<file path="config.mk">
export PLATFORM = sky130hd
export DESIGN_NAME = dmem_arbiter
export DESIGN_NICKNAME = d
export VERILOG_FILES = /design/src/rtl/dmem_arbiter.sv
export SDC_FILE = /design/constraint.sdc
export NUM_CORES = 1
export LEC_CHECK = 0
export BUFFER_PORTS_ARGS = -buffer_cell sky130_fd_sc_hd__buf_2
export CAP_MARGIN = 20
export CORE_AREA = 2 2 120 122
export CTS_BUF_LIST = sky130_fd_sc_hd__clkbuf_4 sky130_fd_sc_hd__clkbuf_8 sky130_fd_sc_hd__clkbuf_16
export CTS_CLUSTER_DIAMETER = 30
export DETAILED_ROUTE_END_ITERATION = 6
export DIE_AREA = 0 0 122 124
export PLACE_DENSITY = 0.7
export SLEW_MARGIN = 20
export SYNTH_ARGS = -nofsm -noshare
export SYNTH_HDL_FRONTEND = slang
export SYNTH_SLANG_ARGS = --single-unit
</file>
<file path="constraint.sdc">
create_clock -name clk -period 2.3 [get_ports clk]
set_clock_uncertainty 0.15 [all_clocks]
set_input_delay 0 -clock clk [delete_from_list [all_inputs] [get_ports clk]]
set_output_delay 0 -clock clk [all_outputs]
set_load 0.01 [all_outputs]
</file>
<file path="src/rtl/dmem_arbiter.sv">
// Two-master round-robin arbiter for the single-port data memory, with bounded burst locking.
// Grants are combinational; read data and error responses are registered per master.
`timescale 1ns/1ps
module dmem_arbiter #(
  parameter int                ADDR_W    = 32,
  parameter int                DATA_W    = 32,
  parameter logic [ADDR_W-1:0] BASE_ADDR = '0,
  parameter int                MEM_BYTES = 2048,
  parameter int                MAX_BURST = 8
) (
  input  logic              clk,
  input  logic              rst_n,
  input  logic              m0_req,
  input  logic              m0_we,
  input  logic              m0_lock,
  input  logic [ADDR_W-1:0] m0_addr,
  input  logic [DATA_W-1:0] m0_wdata,
  output logic              m0_gnt,
  output logic              m0_rvalid,
  output logic [DATA_W-1:0] m0_rdata,
  output logic              m0_err,
  input  logic              m1_req,
  input  logic              m1_we,
  input  logic              m1_lock,
  input  logic [ADDR_W-1:0] m1_addr,
  input  logic [DATA_W-1:0] m1_wdata,
  output logic              m1_gnt,
  output logic              m1_rvalid,
  output logic [DATA_W-1:0] m1_rdata,
  output logic              m1_err,
  output logic              lsu_stall,
  output logic              mem_sel,
  output logic              mem_rd_en,
  output logic              mem_wr_en,
  output logic [ADDR_W-1:0] mem_addr,
  output logic [DATA_W-1:0] mem_wdata,
  input  logic [DATA_W-1:0] mem_rdata
);

  localparam int CNT_W = $clog2(MAX_BURST + 1);

  typedef enum logic [1:0] {IDLE, LOCK0, LOCK1} state_t;

  state_t             state;
  logic               last_gnt;   // 0 = M0 was granted last, 1 = M1
  logic [CNT_W-1:0]   burst_cnt;

  logic               any_gnt;
  logic               sel_we;
  logic               sel_lock;
  logic [ADDR_W-1:0]  sel_addr;
  logic [DATA_W-1:0]  sel_wdata;
  logic               hit;

  // Window check done one bit wider so BASE_ADDR near the top cannot wrap.
  function automatic logic addr_hit(input logic [ADDR_W-1:0] a);
    logic [ADDR_W:0] ext;
    logic [ADDR_W:0] lo;
    logic [ADDR_W:0] hi;
    ext = {1'b0, a};
    lo  = {1'b0, BASE_ADDR};
    hi  = lo + (ADDR_W+1)'(MEM_BYTES - 4);
    return (ext >= lo) && (ext <= hi) && (a[1:0] == 2'b00);
  endfunction

  always_comb begin
    m0_gnt = 1'b0;
    m1_gnt = 1'b0;
    if (rst_n) begin
      case (state)
        IDLE: begin
          if (m0_req && m1_req) begin
            m0_gnt = last_gnt;
            m1_gnt = ~last_gnt;
          end else begin
            m0_gnt = m0_req;
            m1_gnt = m1_req;
          end
        end
        LOCK0:   m0_gnt = m0_req;
        LOCK1:   m1_gnt = m1_req;
        default: ;
      endcase
    end
  end

  always_comb begin
    any_gnt   = m0_gnt | m1_gnt;
    sel_we    = m1_gnt ? m1_we    : m0_we;
    sel_lock  = m1_gnt ? m1_lock  : m0_lock;
    sel_addr  = m1_gnt ? m1_addr  : m0_addr;
    sel_wdata = m1_gnt ? m1_wdata : m0_wdata;
    hit       = addr_hit(sel_addr);
    mem_sel   = any_gnt & hit;
    mem_wr_en = any_gnt & hit & sel_we;
    mem_rd_en = any_gnt & hit & ~sel_we;
    mem_addr  = any_gnt ? sel_addr  : '0;
    mem_wdata = any_gnt ? sel_wdata : '0;
    lsu_stall = m0_req & ~m0_gnt;
  end

  // Ownership FSM: a lock is released by an unlocked beat, an absent request,
  // or after MAX_BURST consecutive beats so the other master can get in.
  always_ff @(posedge clk or negedge rst_n) begin
    if (!rst_n) begin
      state     <= IDLE;
      last_gnt  <= 1'b1;
      burst_cnt <= '0;
    end else begin
      if (any_gnt) last_gnt <= m1_gnt;
      case (state)
        IDLE: begin
          if (any_gnt && sel_lock && (MAX_BURST > 1)) begin
            state     <= m1_gnt ? LOCK1 : LOCK0;
            burst_cnt <= CNT_W'(1);
          end
        end
        LOCK0, LOCK1: begin
          if (any_gnt && sel_lock && (burst_cnt < CNT_W'(MAX_BURST - 1))) begin
            burst_cnt <= burst_cnt + 1'b1;
          end else begin
            state     <= IDLE;
            burst_cnt <= '0;
          end
        end
        default: begin
          state     <= IDLE;
          burst_cnt <= '0;
        end
      endcase
    end
  end

  // Response stage: memory read data captured at the grant edge.
  always_ff @(posedge clk or negedge rst_n) begin
    if (!rst_n) begin
      m0_rvalid <= 1'b0;
      m0_err    <= 1'b0;
      m0_rdata  <= '0;
      m1_rvalid <= 1'b0;
      m1_err    <= 1'b0;
      m1_rdata  <= '0;
    end else begin
      m0_rvalid <= m0_gnt & ~m0_we;
      m0_err    <= m0_gnt & ~hit;
      if (m0_gnt && !m0_we) m0_rdata <= hit ? mem_rdata : '0;
      m1_rvalid <= m1_gnt & ~m1_we;
      m1_err    <= m1_gnt & ~hit;
      if (m1_gnt && !m1_we) m1_rdata <= hit ? mem_rdata : '0;
    end
  end

endmodule

</file>
-- Word-level counts from Yosys, hierarchy flattened
Index checks and enable logic that the tools add are counted.
- add/subtract/negate cells: 1
- magnitude comparators: 2
- equal/unequal tests: 4
- muxes and demuxes: 20
- bitwise gates (word level): 15
- reduce and logical (&&, ||, !) cells: 12
- operators with widths (cell ; number):
    two-way mux 32 bit ; 5
    <= comparator 32 x 11 -> 1 bit (second input constant) ; 1
    AND 1 bit ; 8
    two-way mux 4 bit ; 2
    one-hot mux 4 bit (2 select lines) ; 1
    logical AND 1 bit ; 6
    two-way mux 1 bit ; 6
    two-way mux 2 bit ; 3
    NOT 1 bit ; 6
    adder 4 x 1 -> 4 bit (second input constant) ; 1
    logical NOT 2 bit ; 2
    < comparator 4 x 3 -> 1 bit (second input constant) ; 1
    != test 2 bit (second input constant) ; 2
    one-hot mux 1 bit (2 select lines) ; 2
    one-hot mux 2 bit (2 select lines) ; 1
    equality test 2 x 1 -> 1 bit (second input constant) ; 1
    equality test 2 bit (second input constant) ; 1
    logical NOT 1 bit ; 2
    AND reduction 2 bit ; 1
    OR reduction 2 bit ; 1
    OR 1 bit ; 1
- register bits after elaboration: 75
- input port bits: 168
- output and inout bits: 138
- word-level logic and storage cells: 63

-- Logic depth before layout (Yosys ltp)
Gate-level depths: netlist of the first run.
- depth after elaboration: 9
- depth in mapped cells: 11
- mapped depth without buffers: 9

-- Worst setup path before layout of the first run
No wires, ideal clock.
- kind: flip-flop to flip-flop
- from: reg state[0]
- to: reg burst_cnt[0]
- library setup time: 0.078 ns
- arrival time: 1.938 ns
- required time: 2.072 ns
- path slack: 0.134 ns
- stages on the path, launching flop included: 10
- path buffers: 1
- period minus slack after synthesis: 2.166 ns
- path through: dfrtp_1 inv_1 ha_1 a21boi_2 o211ai_2 buf_2 inv_2 o31ai_4 mux2i_1 o2bb2ai_1
- longest elaborated chain between the ends: 8
- elaborated cells on any way between the ends: 15
- those cells by class: eq/ne (3); mux (7); bitwise (1); reduce/logical (4)
- RTL lines (item ; RTL line ; text):
    start, declared ; 44 ; state_t state;
    start signal, assigned ; 114 ; state <= m1_gnt ? LOCK1 : LOCK0;
    equality test 2 x 1 -> 1 bit (tied with other cells) ; 70, 111 ;
    one-hot mux 1 bit (2 select lines) ; 70 ; case (state)
    two-way mux 1 bit ; 69 ; if (rst_n) begin
    OR 1 bit / two-way mux 1 bit (equally long branches) ; 88, 90 ;
    logical AND 1 bit ; 113, 119 ;
    logical AND 1 bit ; 119 ; if (any_gnt && sel_lock && (burst_cnt < CNT_W'(MAX_BURST - 1))) begin
    two-way mux 4 bit ; 119 ;
    one-hot mux 4 bit (2 select lines) ; 111 ; case (state)
    end signal, assigned ; 120 ; burst_cnt <= burst_cnt + 1'b1;
    end, declared ; 46 ; logic [CNT_W-1:0] burst_cnt;
Parallel ways exist; a longest one is shown, timed or not.
A chain may end at the register's enable or synchronous reset.

-- Worst setup path after layout of the first run
Same ends and word-level chain as after synthesis.

==> results.json, run 1 <==
{
  "dp_hpwl_um": 13300,
  "synth_seq_cells": 75,
  "syn2layout_area_growth_pct": 69.1,
  "drive_gt1_share_pct": 41.1,
  "min_period_ns": 2.24,
  "design_area_sq_um": 7030,
  "crit_fanout": 5,
  "status": "finished, final reports clean",
  "mappedNetlistArea_sq_um": 4160,
  "async_flop_share_pct": 100,
  "max-slew-margin-rel_pct": 38.3,
  "grt.total_usage_pct": 23.1,
  "avgRoutedWirePerCell_um": 16.8,
  "grt_pass1_wl_um": 26900,
  "htreeDepth": 3,
  "crit_family": "simple AND/OR/NAND/NOR gates",
  "initial_utilization_pct": 30.3,
  "clock_latency_ns": 0.33,
  "num_vias": 5415,
  "maxSlewViolCount": 0,
  "timing.final.crit_share_pct": 97.5,
  "synth_edf_count": 0,
  "p_leak_uw": 0.00387,
  "path_depth": 9,
  "cts_buffer_depth": 2,
  "cts_tree": "built",
  "die-width_um": 122,
  "wl_um": 18600,
  "root_buffer": "clkbuf_16",
  "cp.required_ns": 2.40,
  "routabilityCongestion": 0.884,
  "start_kind": "register",
  "total_power_uw": 4840,
  "synthCells": 577,
  "yosysWarnings": 0,
  "overflow": 0,
  "critPathBufInv": 3,
  "rsz0062_at_grt": "true",
  "netlist_top_cells_count": "nand2_1, dfrtp_1, nand3_1, o21ai_0, clkbuf_1",
  "worstPathCellList": "buf_6 -> ha_4 -> nor3b_2 -> or3b_4 -> buf_4 -> o31ai_4 -> buf_4 -> nand2_1 -> o2bb2ai_1",
  "ys.flop_type": "dfrtp_1",
  "cts_buffers": 9,
  "min-delay-path-class": "in -> reg",
  "maxCapViolations": 0,
  "r2r_cells": 9,
  "die_h_um": 124,
  "finalNonFillerCells": 1109,
  "finalHoldViolCount": 0,
  "via_per_inst": 4.88,
  "vdd.ir_drop.worst_mv": 0.312,
  "setup_viol": 0,
  "synth.most_common_cell": "nand2_1",
  "dpl_cell_area_sq_um": 5990,
  "yosysTopAreaCell": "dfrtp_1",
  "path_clk_slew_ns": 0.06,
  "synth_nets": 750,
  "crit_top_cell": "buf_4",
  "dr.pass1.iters": 6,
  "grt_pass1_vias": 5028,
  "critPathKind": "reg -> reg",
  "seqCellArea_sq_um": 1880,
  "finalSetupTns_ns": 0,
  "clock_sinks": 75,
  "num-nets-final": 1097,
  "core_sq_um": 13700,
  "worst_pin_slew_ns": 0.926,
  "antenna_found_initial": 0,
  "antenna_left": 0,
  "netlist_top_cells_area": "dfrtp_1, nand2_1, nand3_1",
  "seq_area_frac_synth_pct": 45.2,
  "cpPeakStageDelay_ns": 0.44,
  "io_pins": 306,
  "placedCellCount": 1042,
  "cp.arrival_ns": 2.35,
  "synth.top_cell.area_share_pct": 44.6,
  "whs_path_depth": 4,
  "p_per_area_nw_per_um2": 690,
  "dr.first_iter.drc_count": 326,
  "grt_max_degree": 74,
  "drc": 0,
  "num_rows": 43,
  "antenna_cells": 0,
  "utilization_pct": 51.2,
  "nFillCells": 1333,
  "fmax_ghz": 0.446,
  "port_buffers": 305,
  "synth.avg_cell_area_sq_um": 7.20,
  "synth_cell_types": 37,
  "die_area_sq_um": 15100,
  "end_kind": "register",
  "multi_input_area_sq_um": 2160,
  "critPathSlowestCell": "or3b_4"
}
[stage by stage]
step                worst slack, ns  hold slack [ns]
floorplan                     0.134           -0.446
global placement              0.188           -0.334
detailed placement            0.112           -0.331
CTS                         -0.0943           0.0166
global route                -0.0412           0.0843
finish                       0.0564           0.0544
[metal layers]
layer  part of all wire, %  up-vias  track usage [%]
met2                    51      272             41.1
met1                    40     2515             28.3
met4                   2.1        0             7.26
met3                   7.3       30             4.44
li1                      -     2598                -
met5                     0        -                0
[state kept, by name, summed over array words and instances (netlist names)]
name,flops
m0_rdata,32
m1_rdata,32
burst_cnt,4
state,2
last_gnt,1
m0_err,1
m0_rvalid,1
m1_err,1
m1_rvalid,1
[report_power, final]
group          switching [uW]  internal (uW)  total, uW
Combinational            1110            880       1990
Clock                     545            902       1450
Sequential               39.2           1370       1410
[final timing paths]
check | start | end | slack [ns]
min in group asynchronous | rst_n | last_gnt | 0.13
min | m0_lock | state[1] | 0.05
max reg2reg | state[0] | burst_cnt[0] | 0.06
max in group asynchronous | rst_n | m0_rdata[19] | 0.93
min reg2reg | m1_rdata[12] | m1_rdata[12] | 0.32
max | state[0] | burst_cnt[0] | 0.06
[placed cells by master, fill, tap and decap left out, drive strengths merged]
cell           n
o211ai         2
o31ai          2
inv           11
dlygate4sd3   37
o2111ai        1
or2            1
nor2b          1
dfrtp         74
bufinv         1
o21a           1
o21ai         70
or3b           1
a32o           2
a21oi          1
o2bb2ai        3
and3           1
and2           1
nor3b          1
dfstp          1
nand4          2
clkbuf        14
nor2           3
nand3         69
mux2i          1
nand2        267
ha             5
clkinvlp       1
buf          337
a21boi         1
nor4          10
a211oi         1
clkinv         3
nor3           3
[cells by family (layout without fill, tap and decap cells)]
kind of cell / count (synthesis) / after routing / share of synthesized area, %
muxes: 1 / 1 / 0.241
AOI/OAI and AO/OA: 84 / 84 / 11.7
and+or+nand+nor: 360 / 360 / 36.0
buffers and inverters: 52 / 404 / 5.33
adders and majority gates: 5 / 5 / 1.51
DFF: 75 / 75 / 45.2
[layout make-up]
class	count	share of cell area [%]
Multi-Input combinational cell	450	30.7
Timing Repair Buffer	377	34.1
Clock buffer	11	3.60
Clock inverter	5	0.855
Tap cell	180	3.21
Sequential cell	75	26.7
Inverter	11	0.801
[what timing repair did]
action | in CTS | in global routing
setup endpoints to repair | 67 | 83
hold endpoints to repair | 141 | 0
gates cloned | 3 | 3
setup buffers | 4 | 4
hold buffers | 38 | 0
pin swaps | 3 | 10
resized for setup | 12 | 25
[worst register-to-register path, delay by kind of cell, from the launching register on]
family	cells	cell delay [ns]
adder cells (fa/ha/maj)	1	0.14
AO/OA/AOI/OAI	2	0.48
AND/OR/NAND/NOR	3	0.53
buffers and inverters	3	0.48
flip-flops	1	0.39
Power figures use the tool's default switching activity.
==> inputs of run 2 (changes only) <==
- GPL_TIMING_DRIVEN: default -> 0
==> results.json, run 2 (same netlist as run 1, synthesis figures left out) <==
{
  "layout_commonest_cell": "buf_2",
  "dp_hpwl_um": 14600,
  "min-delay-path-class": "in -> reg",
  "worstReg2RegStart": "state[0]",
  "critPathKind": "reg -> out",
  "final_cell_mix": "buf_2, nand2_1, dfrtp_1, o21ai_0, nand3_1",
  "grt_pass1_vias": 5277,
  "worstHoldEndpoint": "m0_rvalid",
  "r2r_cells": 8,
  "htreeDepth": 3,
  "p_leak_uw": 0.00396,
  "dr.first_iter.drc_count": 219,
  "grt.total_usage_pct": 24.4,
  "num_rows": 43,
  "nFillCells": 1341,
  "die-width_um": 122,
  "wl_um": 19000,
  "cp.arrival_ns": 2.17,
  "fmax_ghz": 0.430,
  "total_power_uw": 4890,
  "die_h_um": 124,
  "routabilityCongestion": 0.932,
  "antenna_found_initial": 1,
  "design_area_sq_um": 7370,
  "end_kind": "output pin",
  "max-slew-margin-rel_pct": 60.9,
  "antenna_left": 0,
  "r2r-end": "burst_cnt[0]",
  "rsz0062_at_grt": "true",
  "core_sq_um": 13700,
  "initial_utilization_pct": 30.3,
  "io_pins": 306,
  "die_area_sq_um": 15100,
  "syn2layout_area_growth_pct": 77.4,
  "start_kind": "register",
  "cts_tree": "built",
  "r2r_slack_ns": 0,
  "vdd.ir_drop.worst_mv": 0.291,
  "worst_pin_slew_ns": 0.583,
  "grt_pass1_wl_um": 28000,
  "p_per_area_nw_per_um2": 663,
  "maxCapViolations": 0,
  "via_per_inst": 4.75,
  "min_period_ns": 2.32,
  "status": "finished with violations",
  "num-nets-final": 1124,
  "grt_max_degree": 50,
  "dpl_cell_area_sq_um": 5940,
  "setup_viol": 3,
  "drive_gt1_share_pct": 45.5,
  "clock_latency_ns": 0.34,
  "setup_slack_ns": -0.0243,
  "utilization_pct": 53.7,
  "violations": "negative setup slack",
  "dr.pass1.iters": 4,
  "whs_path_depth": 5,
  "port_buffers": 305,
  "root_buffer": "clkbuf_16",
  "cts_buffer_depth": 2,
  "crit_fanout": 7,
  "clock_sinks": 75,
  "finalHoldViolCount": 0,
  "reg_top3": "m0_rdata: 32 flops, m1_rdata: 32 flops, burst_cnt: 4 flops",
  "min_from": "m0_we",
  "cts_buffers": 9,
  "overflow": 0,
  "maxSlewViolCount": 0,
  "avgRoutedWirePerCell_um": 16.7,
  "timing.final.crit_share_pct": 101,
  "path_clk_slew_ns": 0.06,
  "drc": 0,
  "num_vias": 5397,
  "cp.required_ns": 2.15,
  "timing.hold.ws_ns": 0.0598
}
-- run 2: what timing repair did --
action                                 in CTS  in global routing
cloned                                      2                  2
hold buffers                               38                  0
endpoints found under the hold margin     141                  0
pin swaps                                  16                 13
buffers inserted                           12                  5
setup endpoints to repair                 141                129
resized for setup                         115                 84
-- run 2: layout make-up --
class	count	area (sq um)	area share, %
antenna	1	2.50	0.0339
buffer	39	367	4.97
clock buffer	10	239	3.24
clock inverter	5	30.0	0.407
inverter	11	66.3	0.900
multi-input combinational	450	2310	31.4
sequential	75	1880	25.5
tap	180	225	3.05
timing repair buffer	365	2250	30.5
-- run 2: worst max-delay path: stages (launching register included) --
cell,delay (ns)
dfrtp_1,0.41
inv_2,0.10
ha_4,0.15
o21ai_2,0.07
or3b_4,0.42
clkinv_8,0.10
buf_12,0.13
clkbuf_16,0.15
nand3_2,0.10
nand2_1,0.08
buf_2,0.12
-- run 2: report_power, final --
| group | internal (uW) | switching [uW] | leakage, uW |
|---|---|---|---|
| Combinational | 1010 | 1190 | 0.00279 |
| Clock | 747 | 534 | 0.000130 |
| Sequential | 1370 | 37.1 | 0.00104 |
| Total | 3130 | 1760 | 0.00396 |
-- run 2: routing by layer --
layer  global-route usage (%)  wire, um  vias to the layer above
met5                        0         0                        -
met4                     7.33       412                        0
met3                     6.78      1420                       28
met2                     44.0      9780                      206
met1                     28.1      7380                     2502
li1                         -         -                     2661
-- run 2: worst max path at each step --
stage               slack, ns  depth (start not counted)             to      from
global placement        -1.09                          8  mem_wdata[26]     rst_n
finish                  -0.02                         10   mem_wdata[2]  state[0]
detailed placement      -0.58                          8    m0_rdata[3]  state[0]
CTS                     -0.06                         10   mem_wdata[3]  state[1]
floorplan                0.13                          9   burst_cnt[0]  state[0]
global route            -0.11                          8   burst_cnt[0]  state[0]
-- run 2: stage by stage --
step	setup TNS [ns]	setup WS, ns	std cells
global placement	-118.84	-1.09	1062
global route	-4.70	-0.109	1135
CTS	-1.09	-0.0591	1130
detailed placement	-43.10	-0.580	1063
floorplan	0	0.134	577
finish	-0.0330	-0.0243	1136
==> inputs of run 3 (changes only) <==
==> constraint.sdc (replaced) <==
create_clock -name clk -period 2.3 [get_ports clk]
set_clock_uncertainty 0.15 [all_clocks]
set_input_delay 0.46 -clock clk [delete_from_list [all_inputs] [get_ports clk]]
set_output_delay 0.46 -clock clk [all_outputs]
set_load 0.01 [all_outputs]
==> results.json, run 3 (same netlist as run 1, synthesis figures left out) <==
{
  "start_kind": "register",
  "busiest_layer": "met2",
  "crit_top_cell": "buf_12",
  "dr.first_iter.drc_count": 282,
  "root_buffer": "clkbuf_16",
  "port_buffers": 305,
  "placedCellCount": 1063,
  "initial_utilization_pct": 30.3,
  "max-slew-margin-rel_pct": 35.6,
  "design_area_sq_um": 7730,
  "cts_buffers": 9,
  "dpl_cell_area_sq_um": 6110,
  "pwr-share-clk_pct": 24.9,
  "p_sw_share_pct": 36.1,
  "dr.pass1.iters": 5,
  "dp_hpwl_um": 14300,
  "setup_viol": 104,
  "switchingPower_uw": 1920,
  "num_vias": 5443,
  "r2r_cells": 13,
  "drc": 0,
  "cp.arrival_ns": 2.24,
  "min_period_ns": 2.85,
  "vdd.ir_drop.worst_mv": 0.398,
  "die-width_um": 122,
  "die_area_sq_um": 15100,
  "num-nets-final": 1103,
  "layout_commonest_cell": "buf_2",
  "critPathKind": "reg -> out",
  "routabilityCongestion": 0.862,
  "cp.required_ns": 1.69,
  "avgRoutedWirePerCell_um": 17.7,
  "critPathSlowestCell": "dfrtp_2",
  "worstPathCellList": "inv_2 -> ha_4 -> o21ai_4 -> or3b_4 -> inv_6 -> buf_12 -> nand2_8 -> clkinv_8 -> buf_12 -> nand3_4 -> o31ai_4 -> buf_2",
  "pwr-share-seq_pct": 26.6,
  "nFillCells": 1263,
  "p_leak_uw": 0.00403,
  "htreeDepth": 3,
  "path_clk_slew_ns": 0.06,
  "grt_pass1_wl_um": 27900,
  "reg_top3": "m0_rdata: 32 flops, m1_rdata: 32 flops, burst_cnt: 4 flops",
  "use_met3_pct": 6.46,
  "final_cell_mix": "buf_2, nand2_1, dfrtp_1, buf_6, nand2_2",
  "core_sq_um": 13700,
  "maxCapViolations": 0,
  "rsz0062_at_grt": "true",
  "p_int_uw": 3400,
  "use_met2_pct": 43.3,
  "status": "finished with violations",
  "maxSlewViolCount": 0,
  "grt_pass1_vias": 5109,
  "cpPeakStageDelay_ns": 0.46,
  "clock_latency_ns": 0.33,
  "fmax_ghz": 0.350,
  "syn2layout_area_growth_pct": 86.1,
  "drive_gt1_share_pct": 53.9,
  "via_per_inst": 4.88,
  "comb_power_share_pct": 48.5,
  "crit_family": "buffers and inverters",
  "antenna_left": 0,
  "cts_buffer_depth": 2,
  "grt.total_usage_pct": 24.2,
  "min-delay-path-class": "in -> async",
  "antenna_cells": 0,
  "end_kind": "output pin",
  "path_depth": 12,
  "p_per_area_nw_per_um2": 688,
  "crit_fanout": 5,
  "wl_um": 19700,
  "timing.final.crit_share_pct": 124,
  "grt_max_degree": 33,
  "antenna_found_initial": 1,
  "finalNonFillerCells": 1115,
  "violations": "negative setup slack",
  "setup_slack_ns": -0.554,
  "io_pins": 306,
  "worst_pin_slew_ns": 0.963,
  "die_h_um": 124,
  "overflow": 0,
  "gr-usage-met1_pct": 28.9,
  "critPathBufInv": 6,
  "timing.hold.ws_ns": 0.00757,
  "cts_tree": "built",
  "finalHoldViolCount": 0,
  "place_ws_ns": -0.978,
  "num_rows": 43,
  "clock_sinks": 75
}
==> run 3: cell count changes in the layout (fill, tap and decap cells not counted), moves of 4 or more <==
cell / before / now
buf_12: 5 / 9
buf_2: 289 / 272
buf_6: 22 / 42
dlygate4sd3_1: 37 / 1
nand2_1: 255 / 223
nand2_2: 11 / 42
nand3_1: 45 / 29
nand3_2: 20 / 32
nand3_4: 4 / 8
o21ai_0: 49 / 38
o21ai_1: 18 / 27
==> run 3: worst register-to-register path, cell delays in order (launching register included) <==
cell      delay (ns)
dfrtp_2         0.46
inv_2           0.10
ha_4            0.15
o21ai_4         0.06
or3b_4          0.43
inv_6           0.10
buf_12          0.11
nand2_8         0.06
clkinv_8        0.05
buf_4           0.09
buf_4           0.13
buf_4           0.19
nand2_1         0.07
o21ai_0         0.20
==> run 3: what timing repair did <==
action	4_1_cts	5_1_grt
buffers inserted	20	6
setup endpoints to repair	137	138
pin swaps	9	8
gates cloned	7	2
resized for setup	127	102
hold buffers	3	0
hold endpoints to repair	32	0
==> run 3: metrics by stage <==
stage | util [%] | setup TNS [ns] | total power [uW]
final | 56.4 | -33.58 | 5320
after global routing | 56.4 | -43.27 | 5580
after CTS | 52.7 | -42.37 | 5000
after detailed placement | 44.5 | -95.07 | 3100
after global placement | 44.3 | -210.44 | 3080
after floorplan | - | -0.388 | 2380
==> run 3: worst paths after layout <==
check,startpoint,end,slack [ns]
worst max register to register,state[0],m0_rdata[15],-0.15
max in group asynchronous,rst_n,state[0],0.51
worst min register to register,m0_rdata[22],m0_rdata[22],0.33
worst max-delay path,state[0],mem_rd_en,-0.55
min in group clk,mem_rdata[2],m1_rdata[2],0.22
worst min-delay path,rst_n,m1_rdata[14],0.008
==> run 3: area by class of cell <==
| class | instances | area (sq um) | area share [%] |
|---|---|---|---|
| Clock buffer | 11 | 240 | 3.11 |
| Clock inverter | 5 | 38.8 | 0.502 |
| Buffer | 39 | 463 | 5.99 |
| Sequential cell | 75 | 1880 | 24.3 |
| Timing Repair Buffer | 344 | 2270 | 29.4 |
| Tap cell | 180 | 225 | 2.91 |
| Multi-Input combinational cell | 450 | 2540 | 32.9 |
| Inverter | 11 | 71.3 | 0.922 |
==> run 3: layer usage <==
metal / part of all wire [%] / up-vias
met5: 0.066 / -
met3: 8.3 / 30
li1: - / 2618
met4: 1.8 / 2
met1: 38 / 2547
met2: 51 / 246
==> run 3: power groups by stage <==
| stage | Combinational [uW] | Sequential, uW | Clock [uW] |
|---|---|---|---|
| 3_5_place_dp | 1660 | 1430 | 0 |
| 3_3_place_gp | 1640 | 1430 | 0 |
| 6_report | 2580 | 1420 | 1330 |
| 5_1_grt | 2750 | 1420 | 1410 |
| 2_1_floorplan | 952 | 1430 | 0 |
| 4_1_cts | 2250 | 1410 | 1350 |
